===== config.mk =====
export PLATFORM = sky130hd
export DESIGN_NAME = sysref_period_monitor_flat
export DESIGN_NICKNAME = d
export VERILOG_FILES = /design/src/rtl/sysref_period_monitor_if.sv /design/src/rtl/sysref_period_monitor.sv /design/src/flat_wrapper.sv
export SDC_FILE = /design/constraint.sdc
export NUM_CORES = 1
export LEC_CHECK = 0
export BUFFER_PORTS_ARGS = -buffer_cell sky130_fd_sc_hd__buf_2
export CELL_PAD_IN_SITES_DETAIL_PLACEMENT = 0
export CELL_PAD_IN_SITES_GLOBAL_PLACEMENT = 1
export CORE_MARGIN = 2
export CORE_UTILIZATION = 43
export DETAILED_ROUTE_END_ITERATION = 8
export PLACE_DENSITY_LB_ADDON = 0.1
export SYNTH_ARGS = -nofsm -noshare
export SYNTH_HDL_FRONTEND = slang
export SYNTH_SLANG_ARGS = --single-unit

===== constraint.sdc =====
create_clock -name aclk -period 3.88 [get_ports aclk]
set_clock_uncertainty 0.05 [all_clocks]
set_input_delay 0.776 -clock aclk [delete_from_list [all_inputs] [get_ports aclk]]
set_output_delay 0.776 -clock aclk [all_outputs]
set_load 0.05 [all_outputs]

===== src/rtl/sysref_period_monitor_if.sv =====
// Status/strobe bundle between the SYSREF period monitor and its consumer.
// master drives SYSREF and clear, slave (the monitor) returns measurements and lock status.
`timescale 1ns/1ps
interface sysref_period_monitor_if #(
    parameter int CNT_WIDTH = 16,
    parameter int ERR_WIDTH = 16
);
    logic                 sysref_i;
    logic                 clear_i;
    logic                 locked_o;
    logic                 sync_o;
    logic                 period_valid_o;
    logic [CNT_WIDTH-1:0] last_period_o;
    logic [CNT_WIDTH-1:0] min_period_o;
    logic [CNT_WIDTH-1:0] max_period_o;
    logic [ERR_WIDTH-1:0] err_count_o;

    modport master (
        output sysref_i, clear_i,
        input  locked_o, sync_o, period_valid_o,
        input  last_period_o, min_period_o, max_period_o, err_count_o
    );

    modport slave (
        input  sysref_i, clear_i,
        output locked_o, sync_o, period_valid_o,
        output last_period_o, min_period_o, max_period_o, err_count_o
    );
endinterface


===== src/rtl/sysref_period_monitor.sv =====
// SYSREF edge-to-edge period measurement, lock qualification and aligned sync pulse (aclk domain).
// Optional macro SYSREF_MON_INSYNC_EN inserts a 2-flop input synchronizer (+2 cycles latency).
`timescale 1ns/1ps
module sysref_period_monitor #(
    parameter int CNT_WIDTH  = 16,
    parameter int NOM_PERIOD = 250,
    parameter int TOLERANCE  = 0,
    parameter int LOCK_COUNT = 4,
    parameter int ERR_WIDTH  = 16
) (
    input  logic                    aclk,
    input  logic                    reset,
    sysref_period_monitor_if.slave  mon
);
    localparam int GOOD_W = $clog2(LOCK_COUNT + 2);

    localparam logic [CNT_WIDTH-1:0] CNT_ZERO = {CNT_WIDTH{1'b0}};
    localparam logic [CNT_WIDTH-1:0] CNT_ONE  = {{(CNT_WIDTH-1){1'b0}}, 1'b1};
    localparam logic [CNT_WIDTH-1:0] CNT_MAX  = {CNT_WIDTH{1'b1}};
    localparam logic [CNT_WIDTH-1:0] PER_LO   = CNT_WIDTH'(NOM_PERIOD - TOLERANCE);
    localparam logic [CNT_WIDTH-1:0] PER_HI   = CNT_WIDTH'(NOM_PERIOD + TOLERANCE);
    localparam logic [ERR_WIDTH-1:0] ERR_ZERO = {ERR_WIDTH{1'b0}};
    localparam logic [ERR_WIDTH-1:0] ERR_ONE  = {{(ERR_WIDTH-1){1'b0}}, 1'b1};
    localparam logic [ERR_WIDTH-1:0] ERR_MAX  = {ERR_WIDTH{1'b1}};
    localparam logic [GOOD_W-1:0]    GOOD_ZERO   = {GOOD_W{1'b0}};
    localparam logic [GOOD_W-1:0]    GOOD_ONE    = {{(GOOD_W-1){1'b0}}, 1'b1};
    localparam logic [GOOD_W-1:0]    GOOD_TARGET = GOOD_W'(LOCK_COUNT);

    typedef enum logic [1:0] {
        ST_IDLE    = 2'd0,
        ST_ACQUIRE = 2'd1,
        ST_LOCKED  = 2'd2
    } state_t;

    function automatic logic [CNT_WIDTH-1:0] cnt_sat_inc(input logic [CNT_WIDTH-1:0] v);
        return (v == CNT_MAX) ? v : v + CNT_ONE;
    endfunction

    function automatic logic [ERR_WIDTH-1:0] err_sat_inc(input logic [ERR_WIDTH-1:0] v);
        return (v == ERR_MAX) ? v : v + ERR_ONE;
    endfunction

    state_t               state_r;
    logic                 sysref_s;
    logic                 sysref_d_r;
    logic [CNT_WIDTH-1:0] cnt_r;
    logic [GOOD_W-1:0]    good_cnt_r;
    logic                 late_r;
    logic                 locked_r;
    logic                 sync_r;
    logic                 period_valid_r;
    logic [CNT_WIDTH-1:0] last_period_r;
    logic [CNT_WIDTH-1:0] min_period_r;
    logic [CNT_WIDTH-1:0] max_period_r;
    logic [ERR_WIDTH-1:0] err_count_r;

    logic                 edge_s;
    logic [CNT_WIDTH-1:0] period_s;
    logic                 match_s;
    logic [GOOD_W-1:0]    good_next_s;

`ifdef SYSREF_MON_INSYNC_EN
    (* ASYNC_REG = "TRUE" *) logic sync_meta_r;
    (* ASYNC_REG = "TRUE" *) logic sync_out_r;

    // Two-stage synchronizer for a SYSREF level that is not yet in the aclk domain
    always_ff @(posedge aclk) begin
        if (reset) begin
            sync_meta_r <= 1'b0;
            sync_out_r  <= 1'b0;
        end else begin
            sync_meta_r <= mon.sysref_i;
            sync_out_r  <= sync_meta_r;
        end
    end

    assign sysref_s = sync_out_r;
`else
    assign sysref_s = mon.sysref_i;
`endif

    // The counter holds cycles since the last edge minus one, so the period is cnt+1
    assign edge_s      = sysref_s & ~sysref_d_r;
    assign period_s    = cnt_sat_inc(cnt_r);
    assign match_s     = (period_s >= PER_LO) && (period_s <= PER_HI);
    assign good_next_s = good_cnt_r + GOOD_ONE;

    // Edge history, period counter, lock FSM and registered status outputs
    always_ff @(posedge aclk) begin
        if (reset) begin
            sysref_d_r     <= 1'b0;
            state_r        <= ST_IDLE;
            cnt_r          <= CNT_ZERO;
            good_cnt_r     <= GOOD_ZERO;
            late_r         <= 1'b0;
            locked_r       <= 1'b0;
            sync_r         <= 1'b0;
            period_valid_r <= 1'b0;
            last_period_r  <= CNT_ZERO;
            min_period_r   <= CNT_MAX;
            max_period_r   <= CNT_ZERO;
            err_count_r    <= ERR_ZERO;
        end else begin
            sysref_d_r     <= sysref_s;
            sync_r         <= 1'b0;
            period_valid_r <= 1'b0;
            if (mon.clear_i) begin
                // Clear wins over a coincident edge; last_period is kept on purpose
                state_r      <= ST_IDLE;
                cnt_r        <= CNT_ZERO;
                good_cnt_r   <= GOOD_ZERO;
                late_r       <= 1'b0;
                locked_r     <= 1'b0;
                min_period_r <= CNT_MAX;
                max_period_r <= CNT_ZERO;
                err_count_r  <= ERR_ZERO;
            end else begin
                cnt_r <= edge_s ? CNT_ZERO : cnt_sat_inc(cnt_r);
                if (edge_s && (state_r != ST_IDLE)) begin
                    period_valid_r <= 1'b1;
                    last_period_r  <= period_s;
                    late_r         <= 1'b0;
                    if (period_s < min_period_r) min_period_r <= period_s;
                    if (period_s > max_period_r) max_period_r <= period_s;
                end
                case (state_r)
                    ST_IDLE: begin
                        if (edge_s) begin
                            state_r    <= ST_ACQUIRE;
                            good_cnt_r <= GOOD_ZERO;
                        end
                    end
                    ST_ACQUIRE: begin
                        if (edge_s) begin
                            if (match_s) begin
                                good_cnt_r <= good_next_s;
                                if (good_next_s == GOOD_TARGET) begin
                                    state_r  <= ST_LOCKED;
                                    locked_r <= 1'b1;
                                    sync_r   <= 1'b1;
                                end
                            end else begin
                                good_cnt_r <= GOOD_ZERO;
                            end
                        end else if (cnt_r == CNT_MAX) begin
                            state_r    <= ST_IDLE;
                            good_cnt_r <= GOOD_ZERO;
                            late_r     <= 1'b0;
                        end
                    end
                    ST_LOCKED: begin
                        if (edge_s) begin
                            if (match_s) begin
                                sync_r <= 1'b1;
                            end else begin
                                // Misplaced edge becomes the new reference for reacquisition
                                err_count_r <= err_sat_inc(err_count_r);
                                state_r     <= ST_ACQUIRE;
                                good_cnt_r  <= GOOD_ZERO;
                                locked_r    <= 1'b0;
                            end
                        end else if (cnt_r == PER_HI) begin
                            // Missing edge: count it now, the late edge itself is not counted again
                            err_count_r <= err_sat_inc(err_count_r);
                            late_r      <= 1'b1;
                            state_r     <= ST_ACQUIRE;
                            good_cnt_r  <= GOOD_ZERO;
                            locked_r    <= 1'b0;
                        end
                    end
                    default: begin
                        state_r    <= ST_IDLE;
                        good_cnt_r <= GOOD_ZERO;
                        locked_r   <= 1'b0;
                    end
                endcase
            end
        end
    end

    assign mon.locked_o       = locked_r;
    assign mon.sync_o         = sync_r;
    assign mon.period_valid_o = period_valid_r;
    assign mon.last_period_o  = last_period_r;
    assign mon.min_period_o   = min_period_r;
    assign mon.max_period_o   = max_period_r;
    assign mon.err_count_o    = err_count_r;
endmodule


===== src/flat_wrapper.sv =====
// flat-port wrapper written by rule: the top's interface ports become plain ports
module sysref_period_monitor_flat 
#(
    parameter int CNT_WIDTH  = 16,
    parameter int NOM_PERIOD = 250,
    parameter int TOLERANCE  = 0,
    parameter int LOCK_COUNT = 4,
    parameter int ERR_WIDTH  = 16
)
  (aclk, reset, mon_sysref_i, mon_clear_i, mon_locked_o, mon_sync_o, mon_period_valid_o, mon_last_period_o, mon_min_period_o, mon_max_period_o, mon_err_count_o);
  sysref_period_monitor_if #(.CNT_WIDTH(CNT_WIDTH), .ERR_WIDTH(ERR_WIDTH)) mon_i ();
  input  logic aclk;
  input  logic reset;
  input wire logic [$bits(mon_i.sysref_i)-1:0] mon_sysref_i;
  input wire logic [$bits(mon_i.clear_i)-1:0] mon_clear_i;
  output wire logic [$bits(mon_i.locked_o)-1:0] mon_locked_o;
  output wire logic [$bits(mon_i.sync_o)-1:0] mon_sync_o;
  output wire logic [$bits(mon_i.period_valid_o)-1:0] mon_period_valid_o;
  output wire logic [$bits(mon_i.last_period_o)-1:0] mon_last_period_o;
  output wire logic [$bits(mon_i.min_period_o)-1:0] mon_min_period_o;
  output wire logic [$bits(mon_i.max_period_o)-1:0] mon_max_period_o;
  output wire logic [$bits(mon_i.err_count_o)-1:0] mon_err_count_o;
  assign mon_i.sysref_i = mon_sysref_i;
  assign mon_i.clear_i = mon_clear_i;
  assign mon_locked_o = mon_i.locked_o;
  assign mon_sync_o = mon_i.sync_o;
  assign mon_period_valid_o = mon_i.period_valid_o;
  assign mon_last_period_o = mon_i.last_period_o;
  assign mon_min_period_o = mon_i.min_period_o;
  assign mon_max_period_o = mon_i.max_period_o;
  assign mon_err_count_o = mon_i.err_count_o;
  sysref_period_monitor #(.CNT_WIDTH(CNT_WIDTH), .NOM_PERIOD(NOM_PERIOD), .TOLERANCE(TOLERANCE), .LOCK_COUNT(LOCK_COUNT), .ERR_WIDTH(ERR_WIDTH)) u_core (.aclk(aclk), .reset(reset), .mon(mon_i));
endmodule

==> impl.org, run 1 <==
** STA
- At the pin with the least slew margin, the transition time is around 0.88 ns.
- Period utilization :: between 90 and 100%
- The worst pin sits at a relative slew slack of roughly two fifths.
- Post-Route Setup TNS :: 0 ns
- Post-layout min period :: 3.60 ns
- Final setup violation count :: 0
- The final max-slew violation count is 0.
- Final hold slack :: 0.405 ns
- Setup repair after global routing missed its margin :: false
- The number of endpoints with negative hold slack in the final report was 0.
- Max frequency :: between 200 and 300 MHz

** Placed design
- The number of placed instances, taps included, is ~770.
- Once detailed placement completed, the half-perimeter wirelength came to 10,300 µm.
- Port-buffer cells :: 70
- Routability-driven placement finished with a final weighted congestion of ~0.88.
- Once placement finished, the instance area stood at 0.00545 mm².

** Critical path
- Worst reg2reg path startpoint :: u_core.cnt_r[0]
- Cell repeated most along the worst path :: and3_1
- Largest fanout on the critical path :: 13
- On the worst path, the slowest cell contributes a delay of approximately 0.46 ns.
- The slowest stage of the critical path belongs to the cell dfxtp_1.
- Category of the worst setup path launch point :: register
- Launch point of the worst path :: u_core.cnt_r[0]
- STA puts the critical path data required time at 4.09 ns.
- STA classifies the critical path endpoint as a register.
- Critical path cell sequence :: ha_2, and3_1, nand3_1, and3_1, xnor2_1, inv_1, ha_1, a21o_1, maj3_1, a21oi_1, o21ai_1, a211oi_2, buf_4, a2bb2oi_1
- Type of the setup path with the least slack :: register to register
- Arrival time of the worst setup path :: 3.82 ns

** Clock network
- Clock latency of the later-clocked register in the worst-skew pair :: between 0.3 and 0.4 ns
- Clock transition at the register clock pins on the worst setup and hold paths after CTS :: 0.08 ns
- TritonCTS clock tree :: yes
- Clk buf depth :: 2
- CTS saw 89 sinks.
- Counting the buffers created by CTS gives 9.
- Max H-tree Level :: 3
- The root buffer cell chosen for the clock tree is clkbuf_8.

** Floorplanning
- In this run the core area contains 38 standard-cell rows.
- Number of top-level pins :: 71
- The die covers 0.0120 mm².
- Die H :: 110 µm
- Horizontal extent of the die :: between 100 and 150 µm
- Once the floorplan was initialized, standard cells occupied 44.2% of the core.
- Area of the core :: 0.0109 mm²

** Detailed routing
- Dividing the detail-routed wire length by the instance count gives approximately 17 µm.
- Total detailed-routing wirelength :: around 14,000 µm
- DRC viols :: 0
- Number of DRC markers in iteration 0 :: 200
- Residual antenna-violating net count after detailed routing :: 0
- Via count :: ~4,300
- Drt via density :: between 5 and 6
- Drt first pass iters :: 4

** Synthesis
- The synthesized netlist contains 63 unique library cells.
- Post-synthesis instance area :: 0.00481 mm²
- The biggest area contributor in the post-synthesis netlist is dfxtp_1.
- The cell count after synthesis came out at 560.
- Sequential cells were found to cover between 30 and 40% of the synthesized design area.
- YS warnings :: 0
- Synth Net Count :: 601
- EDFF count, synth :: 0
- Async set-or-reset flop fraction in the synthesized netlist :: 0%
- The synthesized design contains 89 register bits.
- Dominant synthesized flop cell :: dfxtp_1
- Of the post-synthesis cell area, the dominant cell type holds ~37%.
- Avg Cell Area, Syn :: 8.59 µm²
- Ranked by total cell area, the synthesized netlist is headed by dfxtp_1 (37%), ha_1 (9.6%), nor2_1 (5.3%).

** Power
- Switch share :: 24.3%
- Per report_power, the combinational group accounts for 6.9% of the total.
- Cell internal power was estimated by the tool at 1.31 mW.
- For this design the total switching power over the nets is approximately 420 µW.
- Reg power frac :: 53.7%
- Worst supply voltage drop on vdd :: about 190 µV
- Static Leakage :: around 2.6 nW
- Share of total power in the clock network :: 39.4%
- In this run the power density over the cells is roughly 300 mW/mm².

** Global routing
- Summed over all layers, the global routing overflow is 0.
- The via count of the first global-routing pass was between 4,000 and 5,000.
- Across every metal layer, demand over resource in global routing totals 23.7%.
- The first global-routing pass estimated 21,400 µm of wire.
- Entering global routing, the biggest net connects 23 pins.
- Number of antenna violations at the first check in global routing :: 0

** Final layout
- Antenna diode count :: 0
- Area delta synth->final :: 17.7%
- Cell area after layout :: 0.00566 mm²
- Proportion of layout cells with a drive suffix above 1 :: approximately a fifth
- The count of cells in the finished layout, fillers not included, comes to 787.
- After filler insertion, the fill cell instance count of the layout stands at 1,088.
- At the end of the flow, the number of nets in the layout was 683.

** Hold path
- Min-Delay Startpoint :: u_core.mon.last_period_o[14]
- The tightest min-delay check is of the register to register type.

** Job
- Max-cap check violation count :: 0

** Outcome
- Status :: finished clean
worst paths after layout:
path	endpoint	slack (ns)	depth (start not counted)
setup / recovery	u_core.mon.min_period_o[5]	0.28	14
hold / removal	u_core.mon.last_period_o[14]	0.41	2
hold reg to reg	u_core.mon.last_period_o[14]	0.41	2
setup reg to reg	u_core.mon.min_period_o[5]	0.28	14
logic make-up (layout without fill, tap and decap cells):
| kind of cell | Yosys count | count (layout) | synth area share [%] |
|---|---|---|---|
| compound gates | 121 | 121 | 17.9 |
| buf+inv | 73 | 160 | 6.27 |
| simple gates | 208 | 208 | 22.8 |
| mux | 6 | 6 | 1.40 |
| xor+xnor | 23 | 23 | 4.34 |
| flops | 89 | 89 | 37.0 |
| fa+ha+maj | 40 | 40 | 10.2 |
metrics by stage:
step	setup WS [ns]	util, %	total power, mW
2_1_floorplan	0.439	-	1.03
3_3_place_gp	0.316	50.0	1.06
3_5_place_dp	0.243	50.0	1.07
4_1_cts	0.216	52.0	1.75
5_1_grt	0.0297	52.0	1.80
6_report	0.276	52.0	1.73
repair_timing:
item / in CTS / in global routing
resized for setup: 0 / 2
setup buffers: 0 / 0
hold buffers: 0 / 0
endpoints found under the setup margin: 0 / 1
state kept, by name, indices dropped and copies added, names as in the netlist:
signal                     flops
u_core.mon.locked_o            1
u_core.mon.sync_o              1
u_core.state_r                 2
u_core.mon.period_valid_o      1
u_core.mon.err_count_o        16
u_core.mon.max_period_o       16
u_core.good_cnt_r              3
u_core.sysref_d_r              1
u_core.mon.last_period_o      16
u_core.mon.min_period_o       16
u_core.cnt_r                  16
synth_stat cells, drive strengths merged (4+ instances only):
master    n
o31ai     6
and3     14
xnor2    21
nor2b     7
clkbuf   15
a31o      5
dfxtp    89
a21oi    26
nor4     10
ha       37
a21o      4
a2bb2oi  13
nor3     10
buf      11
nand4    11
and4     10
o21ai    18
o21a      4
nand2    40
nand3    21
nor2     68
a211oi   22
inv      47
o211ai    5
per-layer routing:
metal / GRT usage [%] / routed length (µm) / vias up
li1: - / - / 2153
met1: 32.5 / 6660 / 2035
met2: 36.7 / 6150 / 103
met3: 3.85 / 576 / 23
met4: 10.5 / 323 / 0
met5: 0 / 0 / -
critical path, delay by kind of cell (launching register included):
family	cells	cell delay, ns
XOR/XNOR	1	0.19
AO/OA/AOI/OAI	5	0.84
AND/OR/NAND/NOR	3	0.63
adder cells (fa/ha/maj)	3	0.95
buffers and inverters	2	0.36
flip-flops	1	0.46
area by class of cell:
class / instances / area (µm²) / area share (%)
Clock buffer: 14 / 173 / 3.05
Clock inverter: 2 / 35.0 / 0.619
Inverter: 47 / 176 / 3.12
Multi-Input combinational cell: 398 / 2740 / 48.4
Sequential cell: 89 / 1780 / 31.5
Tap cell: 140 / 175 / 3.09
Timing Repair Buffer: 97 / 582 / 10.3
cells in the final DEF (no fill, tap or decap), drive strengths merged, types with 2 or more instances in the layout:
| master | synthesis | routed |
|---|---|---|
| buf | 11 | 97 |
| nor3 | 10 | 10 |
| mux2i | 3 | 3 |
| a21o | 4 | 4 |
| nand2 | 40 | 40 |
| xnor2 | 21 | 21 |
| a41o | 2 | 2 |
| a31o | 5 | 5 |
| o21a | 4 | 4 |
| or4 | 2 | 2 |
| o22a | 2 | 2 |
| a31oi | 3 | 3 |
| xor2 | 2 | 2 |
| clkbuf | 15 | 14 |
| mux2 | 3 | 3 |
| and4 | 10 | 10 |
| maj3 | 3 | 3 |
| or3 | 3 | 3 |
| nor4b | 2 | 2 |
| o21ai | 18 | 18 |
| nand3 | 21 | 21 |
| dfxtp | 89 | 89 |
| nor2b | 7 | 7 |
| inv | 47 | 47 |
| and2 | 2 | 2 |
| o211ai | 5 | 5 |
| nor4 | 10 | 10 |
| ha | 37 | 37 |
| a211oi | 22 | 22 |
| nor2 | 68 | 68 |
| and3 | 14 | 14 |
| nand4 | 11 | 11 |
| a2bb2oi | 13 | 13 |
| nand2b | 3 | 3 |
| a21oi | 26 | 26 |
| o31a | 3 | 3 |
| o31ai | 6 | 6 |
power groups by stage:
stage	clock (mW)	sequential (mW)	combinational, mW
after global routing	0.739	0.928	0.129
after detailed placement	0	0.949	0.118
after CTS	0.702	0.927	0.119
after global placement	0	0.948	0.117
after floorplan	0	0.969	0.0611
final	0.681	0.927	0.119
Note: power is estimated with default switching activity, not from simulation.
==> inputs of run 2 (changes only) <==
- CORE_MARGIN: 2 -> 1.5
- PLACE_DENSITY: not set -> 0.89
- PLACE_DENSITY_LB_ADDON: 0.1 -> not set
==> impl.org, run 2 (synthesis results as in run 1) <==
** Clock network
- TritonCTS built the clock tree.
- The clock network latency to the later pin of the worst-skew pair came to 0.37 ns (about the same).
- CTS placed an instance of clkbuf_8 at the clock tree root.
- The number of setup buffers added after CTS is 0 (unchanged).
- Max H-tree Level :: 3 (unchanged)
- Count of clock tree sinks :: 89 (unchanged)
- The maximum clock path buffer count was 2 (unchanged).
- The quantity of gates resized following cts was 0 (unchanged).
- The number of buffers created by CTS was 9 (unchanged).
- The clock transition at the registers of the reported paths was 0.09 ns (about the same).
- The number of hold buffers added after cts was 0 (unchanged).

** Critical path
- The data required time at the worst endpoint is 4.07 ns (-0.02 ns).
- STA classifies the critical path startpoint as a register.
- Type of the setup path with the least slack :: register to register
- STA classifies the critical path endpoint as a register.
- Arrival time of the worst setup path :: 3.85 ns (+0.03 ns)
- The largest driver fanout on the critical path was 7 (-6).
- Worst setup slack for register-to-register paths :: 0.22 ns (-0.06 ns)

** Detailed routing
- The total wirelength of the detailed-routed design was 12,600 µm (-7.8%).
- Residual antenna-violating net count after detailed routing :: 0 (unchanged)
- Drt first pass iters :: 4 (unchanged)
- Number of DRC markers in iteration 0 :: 237 (+19%)
- The wire length per cell after detailed routing was 16.2 µm (-7.1%).
- The DRC violations left was 0 (unchanged).
- Drt via density :: 5.52 (+0.65%)
- The vias after detailed routing is 4,309 (-0.12%).

** STA
- The part of the cycle the worst path needs was 94.4% (+1.5 points).
- The worst-case headroom to the max-slew limit was 48.2% (+6.8 points).
- The number of endpoints with negative hold slack in the final report is 0 (unchanged).
- Post-layout min period :: 3.66 ns (+0.0564 ns)
- Total count of max-transition violations in the final report :: 0 (unchanged)
- The number of setup violations in the final report is 0 (unchanged).
- The transition at the pin with the smallest max-transition slack is 0.777 ns (-0.101 ns).
- Max frequency :: 273 MHz (-1.5%)
- Final hold slack :: 0.410 ns (+0.00495 ns)
- The final critical-path setup slack is 0.219 ns (-0.0564 ns).

** Final layout
- Nets :: 678 (-0.73%)
- Most common cell after layout, fill and taps aside :: dfxtp_1
- Proportion of layout cells with a drive suffix above 1 :: 20.9% (-0.42 points)
- Area delta synth->final :: 16.5%
- Fillers :: 1,036 (-4.8%)
- The antenna cell count came to 0 (unchanged).
- Commonest cells after routing, fill and taps aside :: dfxtp_1 (89), buf_2 (70), nor2_1 (67)

** Placed design
- The count of input and output buffers was 70 (unchanged).
- Gp weighted congestion :: 0.901 (+2.5%)
- The placed wire-length estimate after detailed placement was 9600 µm (-6.8%).
- The placement-stage worst setup slack came to 0.191 ns (-0.0527 ns).

** Hold path
- Hold Path Class :: register to register

** Floorplanning
- The placement row count is 38 (unchanged).
- The total I/O pin count was 71 (unchanged).
- Effective utilization at floorplan :: 44.2% (unchanged)
- The placeable core region is 0.0109 mm² (unchanged).
- The area of the die is 0.0118 mm² (-1.8%).
- Horizontal extent of the die :: 109 µm (-0.91%)
- The die boundary height was 109 µm (-0.91%).

** Power
- Switch share :: 25.2% (+0.89 points)
- Internal power consumption :: 1.27 mW (-3.1%)
- Share of total power in the clock network :: 38.4% (-1.0 points)
- Worst supply voltage drop on vdd :: 154 µV (-20%)
- Portion of total power attributed to combinational logic :: 6.9% (about the same)
- Switching power :: 426 µW (+1.6%)
- Reg power frac :: 54.7% (+1.0 points)
- Power density over cell area :: 302 mW/mm² (-0.89%)
- The total leakage power came to 2.56 nW (-1.1%).

** Outcome
- Status :: finished clean

** Job
- Max-cap check violation count :: 0 (unchanged)

** Global routing
- The pin count of the biggest net entering global routing is 36 (+57%).
- Wire length of the first global-routing pass :: 20,500 µm (-4.0%)
- All-Layer GR Usage :: 22.4% (-1.3 points)
- The number of antenna violations at the first check in global routing came to 0 (unchanged).
- Overflow left after global routing :: 0 (unchanged)
- The via count of the first global-routing pass came to 4,117 (+1.4%).
[run 2: cell types whose count changed in the layout (fill, tap and decap cells not counted), sizes merged]
| cell | delta |
|---|---|
| buf | -5 |
| clkbuf | -4 |
| clkinvlp | +1 |
| clkinv | +2 |
[run 2: final timing paths]
path | to | depth (start not counted) | start
min | u_core.mon.last_period_o[14] | 2 | u_core.mon.last_period_o[14]
max reg2reg | u_core.mon.min_period_o[11] | 14 | u_core.cnt_r[1]
max | u_core.mon.min_period_o[11] | 14 | u_core.cnt_r[1]
min reg2reg | u_core.mon.last_period_o[14] | 2 | u_core.mon.last_period_o[14]
[run 2: power groups by stage]
stage | logic [mW] | clock network [mW] | registers [mW]
after floorplan | 0.0611 | 0 | 0.969
after global placement | 0.114 | 0 | 0.948
after detailed placement | 0.116 | 0 | 0.948
after CTS | 0.117 | 0.666 | 0.927
after global routing | 0.127 | 0.706 | 0.928
final | 0.117 | 0.650 | 0.927
[run 2: layout make-up]
type / instances / area, µm² / share of cell area (%)
clock buffers: 10 / 138 / 2.46
clock inverters: 5 / 56.3 / 1.00
inverters: 47 / 176 / 3.15
multi-input cells: 398 / 2750 / 49.0
flip-flops and latches: 89 / 1780 / 31.8
well taps: 140 / 175 / 3.13
repair buffers: 92 / 528 / 9.42
[run 2: metal layers]
metal / track usage [%] / wire length, µm
met5: 0 / 0
met4: 7.24 / 214
met3: 4.60 / 497
met2: 35.2 / 5840
met1: 30.7 / 6080
[run 2: metrics by stage]
stage               cells   TNS [ns]  util [%]  power [mW]  instance area [µm²]
floorplan             560          0         -        1.03                 4810
global placement      766          0      49.6        1.06                 5400
detailed placement    766          0      49.6        1.06                 5400
CTS                   781          0      51.4        1.71                 5590
global route          781  -0.000774      51.5        1.76                 5600
finish                781          0      51.5        1.69                 5600
[run 2: worst max-delay path, stage by stage, from the launching register on]
cell and delay (ns):
dfxtp_1 0.42, ha_1 0.30, and3_2 0.32, nand3_1 0.16
and3_1 0.22, xnor2_1 0.21, inv_1 0.14, ha_1 0.31
a21o_1 0.19, maj3_1 0.35, a21oi_1 0.16, o21ai_1 0.14
a211oi_2 0.29, buf_4 0.19, a2bb2oi_1 0.07
